File: config.mk
export PLATFORM = sky130hd
export DESIGN_NAME = mem_arbiter_flat
export DESIGN_NICKNAME = d
export VERILOG_FILES = /design/src/rtl/mem_arbiter_if.sv /design/src/rtl/mem_arbiter.sv /design/src/flat_wrapper.sv
export SDC_FILE = /design/constraint.sdc
export NUM_CORES = 1
export LEC_CHECK = 0
export ABC_CLOCK_PERIOD_IN_PS = 2630
export CAP_MARGIN = 25
export CORE_MARGIN = 1
export CORE_UTILIZATION = 41
export CTS_CLUSTER_DIAMETER = 100
export DETAILED_ROUTE_END_ITERATION = 8
export PLACE_DENSITY_LB_ADDON = 0.2
export SLEW_MARGIN = 20
export SYNTH_ARGS = -nofsm -noshare
export SYNTH_HDL_FRONTEND = slang
export SYNTH_SLANG_ARGS = --single-unit
File: constraint.sdc
create_clock -name clock -period 2.63 [get_ports clock]
set_input_delay 0.3945 -clock clock [delete_from_list [all_inputs] [get_ports clock]]
set_output_delay 0.3945 -clock clock [all_outputs]
set_load 0.05 [all_outputs]
File: src/rtl/mem_arbiter_if.sv
// Handshake bundle between the core's fetch/data ports, the arbiter and the shared memory.
// The master modport is the arbiter's view; slave is the environment (core plus memory).
interface mem_arbiter_if #(
    parameter int XLEN = 32
);
    logic            i_req;
    logic [XLEN-1:0] i_addr;
    logic            i_ack;
    logic [XLEN-1:0] i_rdata;
    logic            d_req;
    logic            d_we;
    logic [XLEN-1:0] d_addr;
    logic [XLEN-1:0] d_wdata;
    logic            d_ack;
    logic [XLEN-1:0] d_rdata;
    logic            err;
    logic            stall;
    logic            m_req;
    logic            m_we;
    logic [XLEN-1:0] m_addr;
    logic [XLEN-1:0] m_wdata;
    logic            m_ack;
    logic [XLEN-1:0] m_rdata;

    modport master (
        input  i_req, i_addr, d_req, d_we, d_addr, d_wdata, m_ack, m_rdata,
        output i_ack, i_rdata, d_ack, d_rdata, err, stall, m_req, m_we, m_addr, m_wdata
    );

    modport slave (
        output i_req, i_addr, d_req, d_we, d_addr, d_wdata, m_ack, m_rdata,
        input  i_ack, i_rdata, d_ack, d_rdata, err, stall, m_req, m_we, m_addr, m_wdata
    );
endinterface

File: src/rtl/mem_arbiter.sv
// Round-robin arbiter sharing one variable-latency memory between the fetch and data ports,
// with per-port ack, registered read data, pipeline stall and an abort on missing m_ack.
//
// state    | meaning
// S_IDLE   | no transaction in flight; grant on the next edge if a port requests
// S_BUSY_I | fetch owns the memory, waiting for m_ack or timeout
// S_BUSY_D | load/store owns the memory, waiting for m_ack or timeout
module mem_arbiter #(
    parameter int XLEN    = 32,
    parameter int TIMEOUT = 64
) (
    input  logic          clock,
    input  logic          reset,
    mem_arbiter_if.master bus
);
    localparam int            CW     = (TIMEOUT == 0) ? 1 : $clog2(TIMEOUT + 1);
    localparam int            TC_INT = (TIMEOUT == 0) ? 0 : TIMEOUT - 1;
    localparam logic [CW-1:0] TC     = CW'(TC_INT);

    typedef enum logic [1:0] {
        S_IDLE   = 2'd0,
        S_BUSY_I = 2'd1,
        S_BUSY_D = 2'd2
    } state_t;

    state_t          r_state;
    state_t          w_state_nxt;
    logic            r_last_d;
    logic [CW-1:0]   r_cnt;
    logic            r_m_req;
    logic            r_m_we;
    logic [XLEN-1:0] r_m_addr;
    logic [XLEN-1:0] r_m_wdata;
    logic            r_i_ack;
    logic            r_d_ack;
    logic            r_err;
    logic [XLEN-1:0] r_i_rdata;
    logic [XLEN-1:0] r_d_rdata;
    logic            w_grant_i;
    logic            w_grant_d;
    logic            w_done;
    logic            w_abort;
    logic            w_tc;

    assign w_tc = (TIMEOUT != 0) && (r_cnt == TC);

    always_comb begin
        w_state_nxt = r_state;
        w_grant_i   = 1'b0;
        w_grant_d   = 1'b0;
        w_done      = 1'b0;
        w_abort     = 1'b0;
        case (r_state)
            S_IDLE: begin
                // On a tie the port that did not win last time is served.
                if (bus.i_req && bus.d_req) begin
                    w_grant_i = r_last_d;
                    w_grant_d = ~r_last_d;
                end else begin
                    w_grant_i = bus.i_req;
                    w_grant_d = bus.d_req;
                end
                if (w_grant_i) begin
                    w_state_nxt = S_BUSY_I;
                end else if (w_grant_d) begin
                    w_state_nxt = S_BUSY_D;
                end
            end
            S_BUSY_I, S_BUSY_D: begin
                if (bus.m_ack) begin
                    w_done = 1'b1;
                end else if (w_tc) begin
                    w_abort = 1'b1;
                end
                if (w_done || w_abort) begin
                    w_state_nxt = S_IDLE;
                end
            end
            default: w_state_nxt = S_IDLE;
        endcase
    end

    always_ff @(posedge clock or negedge reset) begin
        if (!reset) begin
            r_state   <= S_IDLE;
            r_last_d  <= 1'b0;
            r_cnt     <= '0;
            r_m_req   <= 1'b0;
            r_m_we    <= 1'b0;
            r_m_addr  <= '0;
            r_m_wdata <= '0;
            r_i_ack   <= 1'b0;
            r_d_ack   <= 1'b0;
            r_err     <= 1'b0;
            r_i_rdata <= '0;
            r_d_rdata <= '0;
        end else begin
            r_state <= w_state_nxt;
            r_i_ack <= 1'b0;
            r_d_ack <= 1'b0;
            r_err   <= 1'b0;
            if (w_grant_i || w_grant_d) begin
                r_m_req   <= 1'b1;
                r_m_we    <= w_grant_d & bus.d_we;
                r_m_addr  <= w_grant_d ? bus.d_addr : bus.i_addr;
                r_m_wdata <= w_grant_d ? bus.d_wdata : '0;
                r_last_d  <= w_grant_d;
                r_cnt     <= '0;
            end else if (w_done || w_abort) begin
                r_m_req <= 1'b0;
                r_m_we  <= 1'b0;
                r_err   <= w_abort;
                if (r_state == S_BUSY_I) begin
                    r_i_ack   <= 1'b1;
                    r_i_rdata <= w_abort ? '0 : bus.m_rdata;
                end else begin
                    r_d_ack <= 1'b1;
                    // Stores leave the load data register untouched.
                    if (!r_m_we) begin
                        r_d_rdata <= w_abort ? '0 : bus.m_rdata;
                    end
                end
            end else if (r_state != S_IDLE && TIMEOUT != 0) begin
                r_cnt <= r_cnt + 1'b1;
            end
        end
    end

    assign bus.m_req   = r_m_req;
    assign bus.m_we    = r_m_we;
    assign bus.m_addr  = r_m_addr;
    assign bus.m_wdata = r_m_wdata;
    assign bus.i_ack   = r_i_ack;
    assign bus.d_ack   = r_d_ack;
    assign bus.err     = r_err;
    assign bus.i_rdata = r_i_rdata;
    assign bus.d_rdata = r_d_rdata;
    assign bus.stall   = (bus.i_req & ~r_i_ack) | (bus.d_req & ~r_d_ack);
endmodule

File: src/flat_wrapper.sv
// flat-port wrapper written by rule: the top's interface ports become plain ports
module mem_arbiter_flat 
#(
    parameter int XLEN    = 32,
    parameter int TIMEOUT = 64
)
  (clock, reset, bus_i_req, bus_i_addr, bus_d_req, bus_d_we, bus_d_addr, bus_d_wdata, bus_m_ack, bus_m_rdata, bus_i_ack, bus_i_rdata, bus_d_ack, bus_d_rdata, bus_err, bus_stall, bus_m_req, bus_m_we, bus_m_addr, bus_m_wdata);
  mem_arbiter_if #(.XLEN(XLEN)) bus_i ();
  input  logic clock;
  input  logic reset;
  input wire logic [$bits(bus_i.i_req)-1:0] bus_i_req;
  input wire logic [$bits(bus_i.i_addr)-1:0] bus_i_addr;
  input wire logic [$bits(bus_i.d_req)-1:0] bus_d_req;
  input wire logic [$bits(bus_i.d_we)-1:0] bus_d_we;
  input wire logic [$bits(bus_i.d_addr)-1:0] bus_d_addr;
  input wire logic [$bits(bus_i.d_wdata)-1:0] bus_d_wdata;
  input wire logic [$bits(bus_i.m_ack)-1:0] bus_m_ack;
  input wire logic [$bits(bus_i.m_rdata)-1:0] bus_m_rdata;
  output wire logic [$bits(bus_i.i_ack)-1:0] bus_i_ack;
  output wire logic [$bits(bus_i.i_rdata)-1:0] bus_i_rdata;
  output wire logic [$bits(bus_i.d_ack)-1:0] bus_d_ack;
  output wire logic [$bits(bus_i.d_rdata)-1:0] bus_d_rdata;
  output wire logic [$bits(bus_i.err)-1:0] bus_err;
  output wire logic [$bits(bus_i.stall)-1:0] bus_stall;
  output wire logic [$bits(bus_i.m_req)-1:0] bus_m_req;
  output wire logic [$bits(bus_i.m_we)-1:0] bus_m_we;
  output wire logic [$bits(bus_i.m_addr)-1:0] bus_m_addr;
  output wire logic [$bits(bus_i.m_wdata)-1:0] bus_m_wdata;
  assign bus_i.i_req = bus_i_req;
  assign bus_i.i_addr = bus_i_addr;
  assign bus_i.d_req = bus_d_req;
  assign bus_i.d_we = bus_d_we;
  assign bus_i.d_addr = bus_d_addr;
  assign bus_i.d_wdata = bus_d_wdata;
  assign bus_i.m_ack = bus_m_ack;
  assign bus_i.m_rdata = bus_m_rdata;
  assign bus_i_ack = bus_i.i_ack;
  assign bus_i_rdata = bus_i.i_rdata;
  assign bus_d_ack = bus_i.d_ack;
  assign bus_d_rdata = bus_i.d_rdata;
  assign bus_err = bus_i.err;
  assign bus_stall = bus_i.stall;
  assign bus_m_req = bus_i.m_req;
  assign bus_m_we = bus_i.m_we;
  assign bus_m_addr = bus_i.m_addr;
  assign bus_m_wdata = bus_i.m_wdata;
  mem_arbiter #(.XLEN(XLEN), .TIMEOUT(TIMEOUT)) u_core (.clock(clock), .reset(reset), .bus(bus_i));
endmodule
==> summary.md <==
| Metric | Value |
|---|---|
| Skew-Pair Late Insertion Delay | 410 ps |
| Count leader, synth | dfrtp_1 |
| Drt drc | 0 |
| Maximum buffer depth of the clock tree | 2 |
| TritonCTS Buffers | 17 |
| Placed inst area | 0.00853 sq mm |
| Core area | 0.0134 sq mm |
| 1st-iter DRT viols | 243 |
| Peak Freq | 0.472 GHz |
| CTS Root Cell | clkbuf_16 |
| Routed Antenna Nets | 0 |
| Cell accounting for the most synthesized area | dfrtp_1 |
| Reg clk slew, reported paths | 60 ps |
| N_diodes | 0 |
| Yosys warns | 0 |
| Tightest Pin Transition | 646 ps |
| Peak VDD IR | 659 uV |
| Post-route cell area | 0.00908 sq mm |
| Number of flops mapped to enable cells by yosys | 0 |
| Asr flop ratio synth | 100% |
| Post-synth top flop | dfrtp_1 |
| FF-to-FF Start | u_core.r_state[0] |
| Area of the mapped netlist | 0.00568 sq mm |
| CP endpoint kind | flop |
| Die Y | 120 um |
| Dpl hpwl | 10900 um |
| Unrepaired setup endpoints after global routing | no |
| Layout cells sized above 1 | 7.89% |
| Layout Cells excl Fill | 898 |
| Via count | 4620 |
| Rows | 42 |
| Final setup viols | 0 |
| Number of global-route vias before repair | 4798 |
| Critical R2R Capture | u_core.bus.d_rdata[23] |
| CP Data Arrival Time | 2410 ps |
| CP Max Fanout | 32 |
| H-tree levels | 4 |
| Period utilization | 80.6% |
| Initial antenna violation count | 0 |
| Total power | 13.5 mW |
| Synth area leaders | dfrtp_1 (63%), a22o_1 (15%), mux2i_1 (5.8%), o21ai_1 (3.2%), nand2_1 (2.7%) |
| Final net count | 847 |
| Mapped Cells | 444 |
| Postcts setup bufs | 0 |
| GRT Total Usage | 21.8% |
| R2R depth | 8 |
| Post-Syn Nets | 582 |
| Gr ovfl total | 0 |
| DR pass1 iterations | 5 |
| IO Pins | 268 |
| Post-synthesis register bit count | 143 |
| CTS tree | built |
| Setup Crit Path Kind | reg2reg |
| Dpl cells | 866 |
| Hold WS | -5.70 ps |
| Headroom to the max-slew limit | 56.9% |
| Clock skew | 8.57 ps |
| Yosys cell types | 41 |
| Power per cell area | 1490 mW/mm^2 |
| Register area share after synthesis | 63.0% |
| WL/cell | 16.7 um |
| WP data required | 2920 ps |
| Die ar. | 0.0143 sq mm |
| Initial Utilization | 42.4% |
| R2R setup slack | 510 ps |
| Max cap viols | 0 |
| Die Wd | 120 um |
| Fin. Hold Viols | 4 |
| Leak | 3.94 nW |
| Hold_buf cts | 0 |
| Post-CTS sizing | 0 |
| Number of I/O port buffers | 267 |
| Minimum clock period | 2120 ps |
| Startpoint Class | flop |
| Area added between synthesis and finish | 59.7% |
| Synth cell count leaders | dfrtp_1 (143), a22o_1 (96), nand2_1 (41) |
| Clock tree sinks | 143 |
| Final Max Tran Viols | 0 |
| Final GP Congestion | 0.828 |
| Synth top area share | 63.0% |
| Largest net degree at the start of global routing | 107 |
| First-pass GRT wire length | 24300 um |
| Status | complete, but fails checks |
| Min-delay worst type | in2async |
| Drt via density | 5.14 |
| Syn_area_per_cell | 12.8 sq um |
| Setup TNS | 0 ps |
| Failing checks | negative hold slack |
| Post-Route WL | 15000 um |
[worst max-delay path, stage by stage (launching register included)]
cell and delay [ps]:
dfrtp_1 370, inv_1 80, ha_1 280, buf_4 190
o21ai_4 80, nand3b_2 140, or3b_1 360, buf_4 250
a22o_1 230
[area by class of cell]
class                           count  area (sq um)
Clock buffer                       19           453
Clock inverter                     13          90.1
Fill cell                        1002          4320
Inverter                           10          37.5
Multi-Input combinational cell    256          1900
Sequential cell                   143          3580
Tap cell                          176           220
Timing Repair Buffer              281          2800
[per-stage QoR]
step | hold slack [ps] | worst slack [ps] | utilization [%]
4_1_cts | 12.7 | 470 | 67.7
5_1_grt | 36.4 | 395 | 67.7
3_5_place_dp | 453 | 302 | 63.7
2_1_floorplan | 98.9 | 696 | -
3_3_place_gp | 441 | 355 | 63.7
6_report | -5.70 | 511 | 67.7
[sequential cells by signal, indices dropped and copies added, names as in the netlist, 2 cells and up]
name,count
u_core.r_state,2
u_core.bus.m_addr,32
u_core.bus.d_rdata,32
u_core.bus.i_rdata,32
u_core.bus.m_wdata,32
u_core.r_cnt,7
[power by group]
part	switching, mW	internal [mW]
combinational	4.91	2.69
clock	0.898	1.25
sequential	0.598	3.19
total	6.41	7.13
[cells in the final DEF, fill, tap and decap left out, types with 2 or more instances in the layout]
cell / Yosys / routed
a21oi_1: 5 / 5
a22o_1: 96 / 96
buf_12: 0 / 2
buf_4: 3 / 13
clkbuf_16: 0 / 17
clkbuf_8: 0 / 2
clkdlybuf4s50_1: 0 / 265
clkinv_2: 0 / 5
clkinv_4: 0 / 3
clkinvlp_4: 0 / 4
dfrtp_1: 143 / 143
ha_1: 4 / 4
inv_1: 8 / 8
inv_2: 2 / 2
mux2i_1: 33 / 33
nand2_1: 41 / 41
nand3_1: 6 / 6
nand3b_1: 2 / 2
nor3_1: 3 / 3
o211ai_1: 3 / 3
o21ai_0: 2 / 2
o21ai_1: 36 / 36
o22ai_1: 4 / 4
[routing by layer]
layer	wire, um	vias up	track usage (%)
met4	235	0	7.58
met3	1070	16	6.23
li1	-	2171	-
met2	7430	189	37.1
met1	6260	2244	26.2
met5	0	-	0
[cell families (layout without fill, tap and decap cells)]
group           after synthesis  after routing  synth area share (%)
flops                       143            143                  63.0
fa+ha+maj                     4              4                 0.881
buf+inv                      45            323                  3.92
simple gates                 64             64                  5.50
compound gates              155            155                  20.9
mux                          33             33                  5.81
[how the worst max path moves through the flow]
stage / start / slack [ps] / endpoint
2_1_floorplan: u_core.r_state[0] / 700 / u_core.bus.d_rdata[0]
3_3_place_gp: bus_i_req / 360 / u_core.bus.d_rdata[11]
3_5_place_dp: bus_i_req / 300 / u_core.bus.d_rdata[18]
4_1_cts: u_core.bus.m_we / 470 / bus_m_we
5_1_grt: u_core.r_state[0] / 390 / u_core.bus.d_rdata[23]
6_report: u_core.r_state[0] / 510 / u_core.bus.d_rdata[23]
(Power assumes the default switching activity.)
